--- src/rtl/writeback_stage.sv ---
// MEM/WB pipeline register with N-source writeback select and a 64-bit retired-instruction counter.
// Optional load lane extraction on source MEM_SRC is enabled by defining WB_LOAD_EXT_EN.
module writeback_stage #(
    parameter int XLEN    = 32,
    parameter int NUM_SRC = 4,
    parameter int MEM_SRC = 1,
    parameter int RA_W    = 5,
    localparam int SEL_W  = (NUM_SRC > 1) ? $clog2(NUM_SRC) : 1
) (
    input  logic                    clk,
    input  logic                    reset,
    input  logic                    stall_w,
    input  logic                    flush_w,
    input  logic                    valid_m,
    input  logic                    reg_write_m,
    input  logic [RA_W-1:0]         rd_m,
    input  logic [SEL_W-1:0]        result_src_m,
    input  logic [NUM_SRC*XLEN-1:0] src_data_m,
    input  logic [1:0]              load_size_m,
    input  logic                    load_unsigned_m,
    input  logic [1:0]              addr_lo_m,
    output logic                    valid_w,
    output logic                    reg_write_w,
    output logic [RA_W-1:0]         rd_w,
    output logic [XLEN-1:0]         wb_result_w,
    output logic [63:0]             instret_w
);

    logic [SEL_W-1:0]        sel_q;
    logic [NUM_SRC*XLEN-1:0] src_q;
    logic [XLEN-1:0]         mem_raw;
    logic [XLEN-1:0]         mem_val;

    // Flush only clears control; the data registers keep their contents.
    always_ff @(posedge clk) begin
        if (reset) begin
            valid_w     <= 1'b0;
            reg_write_w <= 1'b0;
            rd_w        <= '0;
            sel_q       <= '0;
            src_q       <= '0;
            instret_w   <= '0;
        end else if (flush_w) begin
            valid_w     <= 1'b0;
            reg_write_w <= 1'b0;
            rd_w        <= '0;
        end else if (!stall_w) begin
            valid_w     <= valid_m;
            reg_write_w <= reg_write_m & valid_m & (rd_m != '0);
            rd_w        <= rd_m;
            sel_q       <= result_src_m;
            src_q       <= src_data_m;
            if (valid_m) begin
                instret_w <= instret_w + 64'd1;
            end
        end
    end

    assign mem_raw = src_q[MEM_SRC*XLEN +: XLEN];

`ifdef WB_LOAD_EXT_EN
    logic [1:0] size_q;
    logic       uns_q;
    logic [1:0] addr_lo_q;
    logic [7:0] lane_b;
    logic [15:0] lane_h;

    always_ff @(posedge clk) begin
        if (reset) begin
            size_q    <= '0;
            uns_q     <= 1'b0;
            addr_lo_q <= '0;
        end else if (!flush_w && !stall_w) begin
            size_q    <= load_size_m;
            uns_q     <= load_unsigned_m;
            addr_lo_q <= addr_lo_m;
        end
    end

    always_comb begin
        lane_b = mem_raw[{addr_lo_q, 3'b000} +: 8];
        lane_h = mem_raw[{addr_lo_q[1], 4'b0000} +: 16];
        case (size_q)
            2'b00:   mem_val = {{(XLEN-8){~uns_q & lane_b[7]}}, lane_b};
            2'b01:   mem_val = {{(XLEN-16){~uns_q & lane_h[15]}}, lane_h};
            default: mem_val = mem_raw;
        endcase
    end
`else
    logic unused_load;
    assign unused_load = ^{load_size_m, load_unsigned_m, addr_lo_m};
    assign mem_val     = mem_raw;
`endif

    // Out-of-range selects fall back to source 0.
    always_comb begin
        logic [XLEN-1:0] srcs [NUM_SRC];
        for (int i = 0; i < NUM_SRC; i++) begin
            srcs[i] = (i == MEM_SRC) ? mem_val : src_q[i*XLEN +: XLEN];
        end
        wb_result_w = srcs[0];
        for (int i = 0; i < NUM_SRC; i++) begin
            if (sel_q == SEL_W'(i)) begin
                wb_result_w = srcs[i];
            end
        end
    end

endmodule
--- config.mk ---
export PLATFORM = sky130hd
export DESIGN_NAME = writeback_stage
export DESIGN_NICKNAME = d
export VERILOG_FILES = /design/src/rtl/writeback_stage.sv
export SDC_FILE = /design/constraint.sdc
export NUM_CORES = 1
export LEC_CHECK = 0
export ABC_AREA = 1
export CORE_ASPECT_RATIO = 1.1
export CORE_MARGIN = 1
export CORE_UTILIZATION = 40
export DETAILED_ROUTE_END_ITERATION = 16
export HOLD_SLACK_MARGIN = 0.05
export PLACE_DENSITY = 0.68
export SLEW_MARGIN = 20
export SYNTH_ARGS = -nofsm -noshare
export SYNTH_HDL_FRONTEND = slang
export SYNTH_SLANG_ARGS = --single-unit
--- constraint.sdc ---
create_clock -name clk -period 4.1 [get_ports clk]
set_input_delay 0.615 -clock clk [delete_from_list [all_inputs] [get_ports clk]]
set_output_delay 0.615 -clock clk [all_outputs]
set_load 0.05 [all_outputs]
==> reports/qor.csv, run 1 <==
metric,value,unit
grt_use_met3,0.0649,
synth_common_cells,"nor2_1 (433), nand2_1 (298), dfxtp_1 (201)",
dr.pass1.iters,7,
yosysUniqueCellTypes,31,
final_max_slew_viol_count,0,
via_count,10300,
die_w,150,um
fp.dieH,165,um
hold_class,flop to flop,
leakage,5.27,nW
drtIter0Drc,703,
ys.flop_type,dfxtp_1,
fillers,2306,
yosys_register_bits,201,
worst_pin_slew,0.843,ns
wl_per_cell,15.8,um
slew_headroom,0.438,
yosys.area.top_type,dfxtp_1,
avgSynthCellArea,6.48,sq um
insertion_delay,0.52,ns
grt_usage,0.256,
power_density,388,nW/um^2
synth.top_cells.by_area,"dfxtp_1 (42%), nor2_1 (17%), nand2_1 (12%)",
clock_sinks,201,
fmax,319,MHz
hold_viol,0,
grt_pass1_vias,9637,
vdd_drop_max,0.000281,V
setup_viol,0,
synth_edf_count,0,
drive_above_1_share,0.0609,
clock-root-buffer,clkbuf_16,
grt_pass1_wl,49800,um
synthCells,1485,
final_antenna_net_count,0,
cts_post_setup_buffers_inserted,0,
synth_area,9620,sq um
finalCriticalPeriod,3.14,ns
clockBufferDepth,3,
critical_path_class,flop to output pin,
cp.arrival,2.52,ns
fin_area,13400,sq um
grt_start_max_net_pins,138,
grt-busiest-layer,met2,
seq_area_frac_synth,0.418,
critPathMaxFanout,34,
p_total,0.00520,W
netlist.area_leader.share,0.418,
drc,0,
start_util,0.407,
place.port_buffers,243,
crit_path_end_kind,output pin,
status,"complete, no violations",
core.rowCount,59,
met1_usage,0.308,
finalNonFillerCells,2015,
area_delta_synth_final,39.4,%
gp_congestion,0.962,
seq_area,4020,sq um
cts_resized,0,
yosysMostFrequentCell,nor2_1,
fin_nets,1840,
cts_tree,built,
dp_cells,1973,
place_hpwl,21900,um
start_kind,flop,
syn-num-nets,1632,
holdWs,0.464,ns
period_share,0.766,
overflow,0,
yosys_warnings,0,
placed_area,12600,sq um
vias_per_cell,5.09,
multi_input_area,4970,sq um
clk_pin_slew,0.06,ns
crit_required,3.48,ns
async_flop_share,0,
holdBufCountCts,0,
rsz0062_at_grt,no,
die_area,24700,sq um
skew,0.0165,ns
tns,0,ns
cap_violations,0,
routed_wl,31900,um
gr-usage-met2,0.428,
antenna_found_initial,2,
h-tree-depth,1,
io_pins,249,
numCtsBuffers,23,
core-area,23600,sq um
## logic make-up after synthesis
kind of cell	synth area share
XOR/XNOR	0.00364
buffers and inverters	0.0659
AND/OR/NAND/NOR	0.378
AO/OA/AOI/OAI	0.133
adder cells (fa/ha/maj)	0.00130
flip-flops	0.418
## flip-flops by register name, summed over array words and instances, names as in the netlist
signal	cells
src_q	128
instret_w	64
rd_w	5
sel_q	2
reg_write_w	1
valid_w	1
## worst paths after layout
path | startpoint | to | slack, ns | depth (start not counted)
worst min-delay path | reg_write_w | reg_write_w | 0.46 | 2
worst max-delay path | sel_q[1] | wb_result_w[30] | 0.96 | 6
worst max register to register | instret_w[1] | instret_w[52] | 2.01 | 8
worst min register to register | reg_write_w | reg_write_w | 0.46 | 2
## placed cells by master, fill, tap and decap left out, drive strengths merged, types with 30 or more instances in the layout
master         synthesis  final
o211ai                32     32
a21oi                 41     41
inv                   84     84
nand3                106    106
o21ai                156    156
buf                   18     44
dfxtp                201    201
nor2                 443    443
clkdlybuf4s50          0    211
nand2                304    304
clkbuf                54     30
## critical path: stages, from the launching register on
cell and delay, ns:
dfxtp_1 0.37, nand2_2 0.52, buf_4 0.49, nand3_1 0.13, o211ai_1 0.16, nand2_1 0.15
buf_12 0.18
## per-stage QoR
step	setup WS (ns)	util
after floorplan	1.90	-
after global placement	1.25	0.532
after detailed placement	1.23	0.532
after CTS	0.935	0.568
after global routing	0.796	0.568
final	0.961	0.568
## layer usage
layer,share of wire,wire (um)
met5,0.00082,26
met3,0.083,2650
met2,0.47,14900
met4,0.043,1380
met1,0.41,13000
## final cells by class
type,count,area share
Antenna cell,1,0.000187
Clock buffer,30,0.0486
Clock inverter,11,0.0143
Inverter,85,0.0240
Multi-Input combinational cell,1127,0.371
Sequential cell,201,0.300
Tap cell,305,0.0284
Timing Repair Buffer,255,0.214
## power by group
group / switching, W / leakage (nW) / internal, W
clock network: 0.000857 / 0.405 / 0.00143
registers: 0.0000423 / 1.65 / 0.00204
logic: 0.000454 / 3.22 / 0.000375
total: 0.00135 / 5.27 / 0.00385
Power figures use the tool's default switching activity.
==> run 2, diff against run 1 <==
PLACE_DENSITY = 0.7   (was 0.68)
clock period = 2.55 ns   (was 4.1 ns; I/O delays follow)
==> run 2 against run 1 <==
  * Clock skew is 0.0093 ns lower
  * Critical endpoint is now wb_result_w[27]
  * Worst setup slack worse by 0.82 ns
  * Via count is 0.93% higher
  * Routed wire length is 2.0% lower
  * Clock-buffer cell count stayed put
  * Sequential power is 61% higher
  * Largest power group is now sequential cells
==> reports/qor.csv, run 2 (same netlist as run 1, synthesis figures left out) <==
metric,value,unit,change
grt_pass1_vias,9527,,-1.1%
critPathLaunch,sel_q[0],,
clock_sinks,201,,unchanged
cap_violations,0,,unchanged
drtIter0Drc,604,,-14%
hold_viol,0,,unchanged
final_cell_mix,"nor2_1 (432), nand2_1 (297), clkdlybuf4s50_1 (211)",,
place.port_buffers,243,,unchanged
holdPathEnd,rd_w[4],,
grt_usage,0.249,,-0.00695
crit_slowest_cell,dfxtp_1,,
start_util,0.407,,unchanged
gp_congestion,0.942,,-2.0%
grt_start_max_net_pins,130,,-5.8%
mostFrequentLayoutCell,nor2_1,,
core.rowCount,59,,unchanged
setup_viol,0,,unchanged
slew_headroom,0.642,,+0.204
cts_tree,built,,
fin_area,13400,sq um,-0.13%
holdBufCountCts,0,,unchanged
place_hpwl,22100,um,+0.95%
critPathBufInv,3,,+1
drive_above_1_share,0.0630,,+0.00216
vias_per_cell,5.13,,+0.68%
drc,0,,unchanged
final_antenna_net_count,0,,unchanged
insertion_delay,0.50,ns,-0.02 ns
fmax,416,MHz,
whs_path_depth,2,,unchanged
skew,0.00719,ns,-0.00931 ns
start_kind,flop,,
status,"complete, no violations",,
wl_per_cell,15.5,um,-2.2%
overflow,0,,unchanged
clockBufferDepth,3,,unchanged
fin_nets,1850,,+0.54%
cts_post_setup_buffers_inserted,0,,unchanged
cp.arrival,2.02,ns,-0.50 ns
r2r-start,instret_w[22],,
clock-root-buffer,clkbuf_16,,
die_w,150,um,unchanged
largest_reg_flops,128,,unchanged
dr.pass1.iters,5,,-2
finalCriticalPeriod,2.41,ns,
power_density,574,nW/um^2,+48%
tns,0,ns,unchanged
area_delta_synth_final,39.2,%,
min-delay-start,rd_w[4],,
placed_area,12700,sq um,+1.2%
die_area,24700,sq um,unchanged
max_stage_delay,0.35,ns,-0.17 ns
largest-register,src_q,,
leakage,5.27,nW,about the same
worst_pin_slew,0.535,ns,-0.308 ns
rrSetupSlack,0.62,ns,-1.39 ns
worst_r2r_endpoint,instret_w[56],,
period_share,0.944,,
critPathTopFamily,buffers and inverters,,
final_max_slew_viol_count,0,,unchanged
numCtsBuffers,23,,unchanged
crit_path_end_kind,output pin,,
vdd_drop_max,0.000472,V,+68%
reg_top3,"src_q (128), instret_w (64), rd_w (5)",,
via_count,10400,,+0.93%
grt_pass1_wl,48800,um,-2.1%
antenna_found_initial,2,,unchanged
core-area,23600,sq um,unchanged
routed_wl,31300,um,-2.0%
clk_pin_slew,0.06,ns,about the same
reg2regPathDepth,9,,+1
crit_required,2.17,ns,-1.31 ns
critPathMaxFanout,20,,-41%
hold_class,flop to flop,,
fp.dieH,165,um,unchanged
io_pins,249,,unchanged
worstPathCellList,"inv_1, nand2_2, buf_4, nand3_1, o211ai_1, nand2_1, buf_12",,
critical_path_class,flop to output pin,,
h-tree-depth,1,,unchanged
p_total,0.00769,W,+48%
[run 2: changes by cell type in the layout (fill, tap and decap cells not counted), moves of 2 or more]
cell / previous run / this run
buf_12: 34 / 41
bufinv_16: 5 / 0
clkbuf_8: 5 / 2
buf_4: 10 / 13
clkbuf_1: 2 / 5
clkinv_2: 2 / 5
clkinvlp_4: 3 / 1
[run 2: final cells by class]
type / instances / area, sq um
antenna: 1 / 2.50
clock buffer: 30 / 622
clock inverter: 6 / 32.5
fill: 2339 / 10200
inverter: 85 / 324
multi-input combinational: 1127 / 4980
sequential: 201 / 4030
tap: 305 / 382
timing repair buffer: 265 / 3030
[run 2: worst max path at each step]
stage / to / cells past startpoint / slack (ns)
finish: wb_result_w[27] / 7 / 0.14
global route: wb_result_w[27] / 9 / -0.005
CTS: wb_result_w[27] / 7 / 0.04
detailed placement: instret_w[44] / 11 / 0.29
global placement: instret_w[44] / 11 / 0.33
floorplan: instret_w[44] / 10 / 0.53
[run 2: report_power, final]
group / switching (W) / total (W) / internal, W
logic: 0.000734 / 0.00136 / 0.000629
registers: 0.0000698 / 0.00335 / 0.00328
clock network: 0.00128 / 0.00297 / 0.00170
total: 0.00208 / 0.00769 / 0.00561
[run 2: timing repair]
| action | CTS | global route |
|---|---|---|
| gates resized for setup | 1 | 6 |
| pin swaps | 0 | 1 |
| setup endpoints to repair | 3 | 7 |
[run 2: per-layer routing]
metal / GRT usage / wire length (um) / up-vias
li1: - / - / 5199
met1: 0.303 / 12800 / 4668
met2: 0.422 / 14700 / 407
met3: 0.0602 / 2520 / 80
met4: 0.0996 / 1200 / 2
met5: 0 / 12 / -
[run 2: tightest hold or removal path, cell delays in order, from the launching register on]
cell	delay, ns
dfxtp_1	0.31
nand2_1	0.05
a21oi_1	0.05
[run 2: stage by stage]
stage | setup WS (ns) | std cells | hold WS (ns) | utilization
2_1_floorplan | 0.526 | 1485 | 0.466 | -
3_3_place_gp | 0.328 | 1983 | 0.447 | 0.538
3_5_place_dp | 0.290 | 1983 | 0.449 | 0.538
4_1_cts | 0.0369 | 2019 | 0.437 | 0.566
5_1_grt | -0.00470 | 2020 | 0.455 | 0.567
6_report | 0.144 | 2020 | 0.455 | 0.567
==> run 3, diff against run 2 <==
ABC_AREA = 0   (was 1)
PLACE_DENSITY = 0.72   (was 0.7)
==> run 3 against run 2 <==
  * Routed wire length decreased by 20%
  * Clock power increased by 14%
  * Core utilization is 2.4 points higher
  * Area after synthesis is 9.7% lower
  * Critical endpoint is now wb_result_w[29]
==> reports/qor.csv, run 3 <==
metric,value,unit,change
setup_viol,0,,unchanged
dr.pass1.iters,5,,unchanged
yosys_warnings,0,,unchanged
drtIter0Drc,433,,-28%
overflow,0,,unchanged
cts_resized,0,,-1
mostFrequentLayoutCell,nand2_1,,
holdBufCountCts,0,,unchanged
leakage,4.39,nW,-17%
worst_slack,0.176,ns,+0.0324 ns
async_flop_share,0,,unchanged
period_share,0.931,,-0.0127
synthCells,1039,,-30%
final_cell_mix,"nand2_1 (290), clkdlybuf4s50_1 (210), dfxtp_1 (199)",,
grt_usage,0.222,,-0.0269
antenna_found_initial,2,,unchanged
routed_wl,25000,um,-20%
start_kind,flop,,
place_hpwl,17900,um,-19%
r2r-start,instret_w[9],,
grt_pass1_vias,7975,,-16%
clk_pin_slew,0.06,ns,about the same
cap_violations,0,,unchanged
vdd_drop_max,0.000447,V,-5.3%
vias_per_cell,5.24,,+2.3%
tns,0,ns,unchanged
grt_start_max_net_pins,73,,-44%
synth_common_cells,"nand2_1 (290), dfxtp_1 (201), a21oi_1 (164)",,
fillers,1957,,-16%
yosys_register_bits,201,,unchanged
cp.arrival,1.99,ns,-0.03 ns
die_area,22300,sq um,-9.6%
seq_area_frac_synth,0.463,,+0.0449
grt_pass1_wl,39900,um,-18%
fmax,421,MHz,+1.4%
core-area,21300,sq um,-9.8%
clock_sinks,201,,unchanged
finalNonFillerCells,1592,,-21%
via_count,8348,,-19%
worst_pin_slew,0.566,ns,+0.0313 ns
synth_area,8690,sq um,-9.7%
rsz0062_at_grt,no,,
finalCriticalPeriod,2.37,ns,-0.0324 ns
insertion_delay,0.50,ns,about the same
avgSynthCellArea,8.36,sq um,+29%
crit_required,2.17,ns,about the same
fin_nets,1431,,-23%
io_pins,249,,unchanged
min-delay-start,reset,,
critical_path_class,flop to output pin,,
drive_above_1_share,0.127,,+0.0640
cts_post_setup_buffers_inserted,0,,unchanged
fin_area,12600,sq um,-6.1%
critPathLaunch,sel_q[0],,
final_util,0.591,,+0.0238
netlist.area_leader.share,0.463,,+0.0449
crit_path_end_kind,output pin,,
skew,0.0169,ns,+0.00973 ns
core.rowCount,56,,-5.1%
placed_area,11800,sq um,-7.3%
clock-root-buffer,clkbuf_16,,
dp_cells,1550,,-22%
start_util,0.408,,+0.000585
status,"complete, no violations",,
largest_reg_flops,128,,unchanged
die_w,143,um,-4.9%
yosysMostFrequentCell,nand2_1,,
place.port_buffers,243,,unchanged
yosysUniqueCellTypes,42,,+35%
hold_class,primary input to flop,,
cts_tree,built,,
largest-register,src_q,,
yosys.area.top_type,dfxtp_1,,
clockBufferDepth,3,,unchanged
gp_congestion,0.881,,-6.5%
hold_viol,0,,unchanged
ys.flop_type,dfxtp_1,,
area_delta_synth_final,44.9,%,
final_antenna_net_count,0,,unchanged
h-tree-depth,1,,unchanged
critPathMaxFanout,9,,-55%
wl_per_cell,15.7,um,+1.6%
numCtsBuffers,22,,-4.3%
final_max_slew_viol_count,0,,unchanged
reg_top3,"src_q (128), instret_w (64), rd_w (5)",,
syn-num-nets,1186,,-27%
pre_cts_ws,-0.0334,ns,-0.323 ns
slew_headroom,0.622,,-0.0198
synth.top_cells.by_area,"dfxtp_1 (46%), nand2_1 (13%), a21oi_1 (9.4%)",,
drc,0,,unchanged
fp.dieH,157,um,-4.9%
power_density,598,nW/um^2,+4.2%
synth_edf_count,0,,unchanged
## run 3: cell count changes after synthesis, moves of 10 or more
cell	delta
mux4_2	+32
o21ai_0	-130
nand3_1	-79
xnor2_1	+12
o211ai_1	-31
and4_1	+11
nor2_1	-384
or3_1	+21
buf_4	-10
inv_1	-76
nand4_1	+19
a21oi_1	+123
nor4_1	+13
## run 3: kinds of logic (layout without fill, tap and decap cells)
logic type | Yosys count | in the layout | synth area share
AOI/OAI and AO/OA | 201 | 201 | 0.120
xor gates and xnor gates | 25 | 25 | 0.0252
adders and majority gates | 1 | 1 | 0.00144
buffers and inverters | 77 | 337 | 0.0336
DFF | 201 | 201 | 0.463
muxes | 40 | 40 | 0.0925
other | 0 | 3 | 0
and+or+nand+nor | 494 | 494 | 0.264
## run 3: per-layer routing
layer	vias up	routed length (um)	GRT usage
met2	267	12200	0.374
met5	-	0	0
met4	0	769	0.0870
li1	4115	-	-
met1	3923	10300	0.276
met3	43	1750	0.0496
## run 3: worst max-delay path, stage by stage (launching register included)
cell and delay, ns:
dfxtp_2 0.53, buf_4 0.24, mux4_2 0.52, buf_4 0.21
## run 3: final timing paths
check	to	slack, ns	depth (start not counted)
worst max-delay path	wb_result_w[29]	0.18	3
worst max register to register	instret_w[57]	0.31	6
worst min register to register	src_q[81]	0.45	2
worst min-delay path	instret_w[6]	0.30	2
## run 3: through the flow
stage	hold WS, ns	total power (W)
final	0.297	0.00753
after global placement	0.439	0.00418
after global routing	0.329	0.00778
after detailed placement	0.443	0.00419
after CTS	0.304	0.00761
after floorplan	0.433	0.00376
## run 3: cell type report
type / count / area, sq um / area share
inverters: 8 / 30.0 / 0.00239
diodes: 3 / 7.51 / 0.000596
multi-input cells: 761 / 4380 / 0.348
flip-flops and latches: 201 / 4030 / 0.320
clock inverters: 10 / 154 / 0.0122
well taps: 290 / 363 / 0.0288
repair buffers: 290 / 2990 / 0.238
clock buffers: 29 / 628 / 0.0499
## run 3: report_power, final
group          switching (W)  total, W  internal [W]  leakage, nW
sequential         0.0000556   0.00330       0.00324         1.64
clock                0.00127   0.00340       0.00213        0.389
combinational       0.000405  0.000828      0.000423         2.37
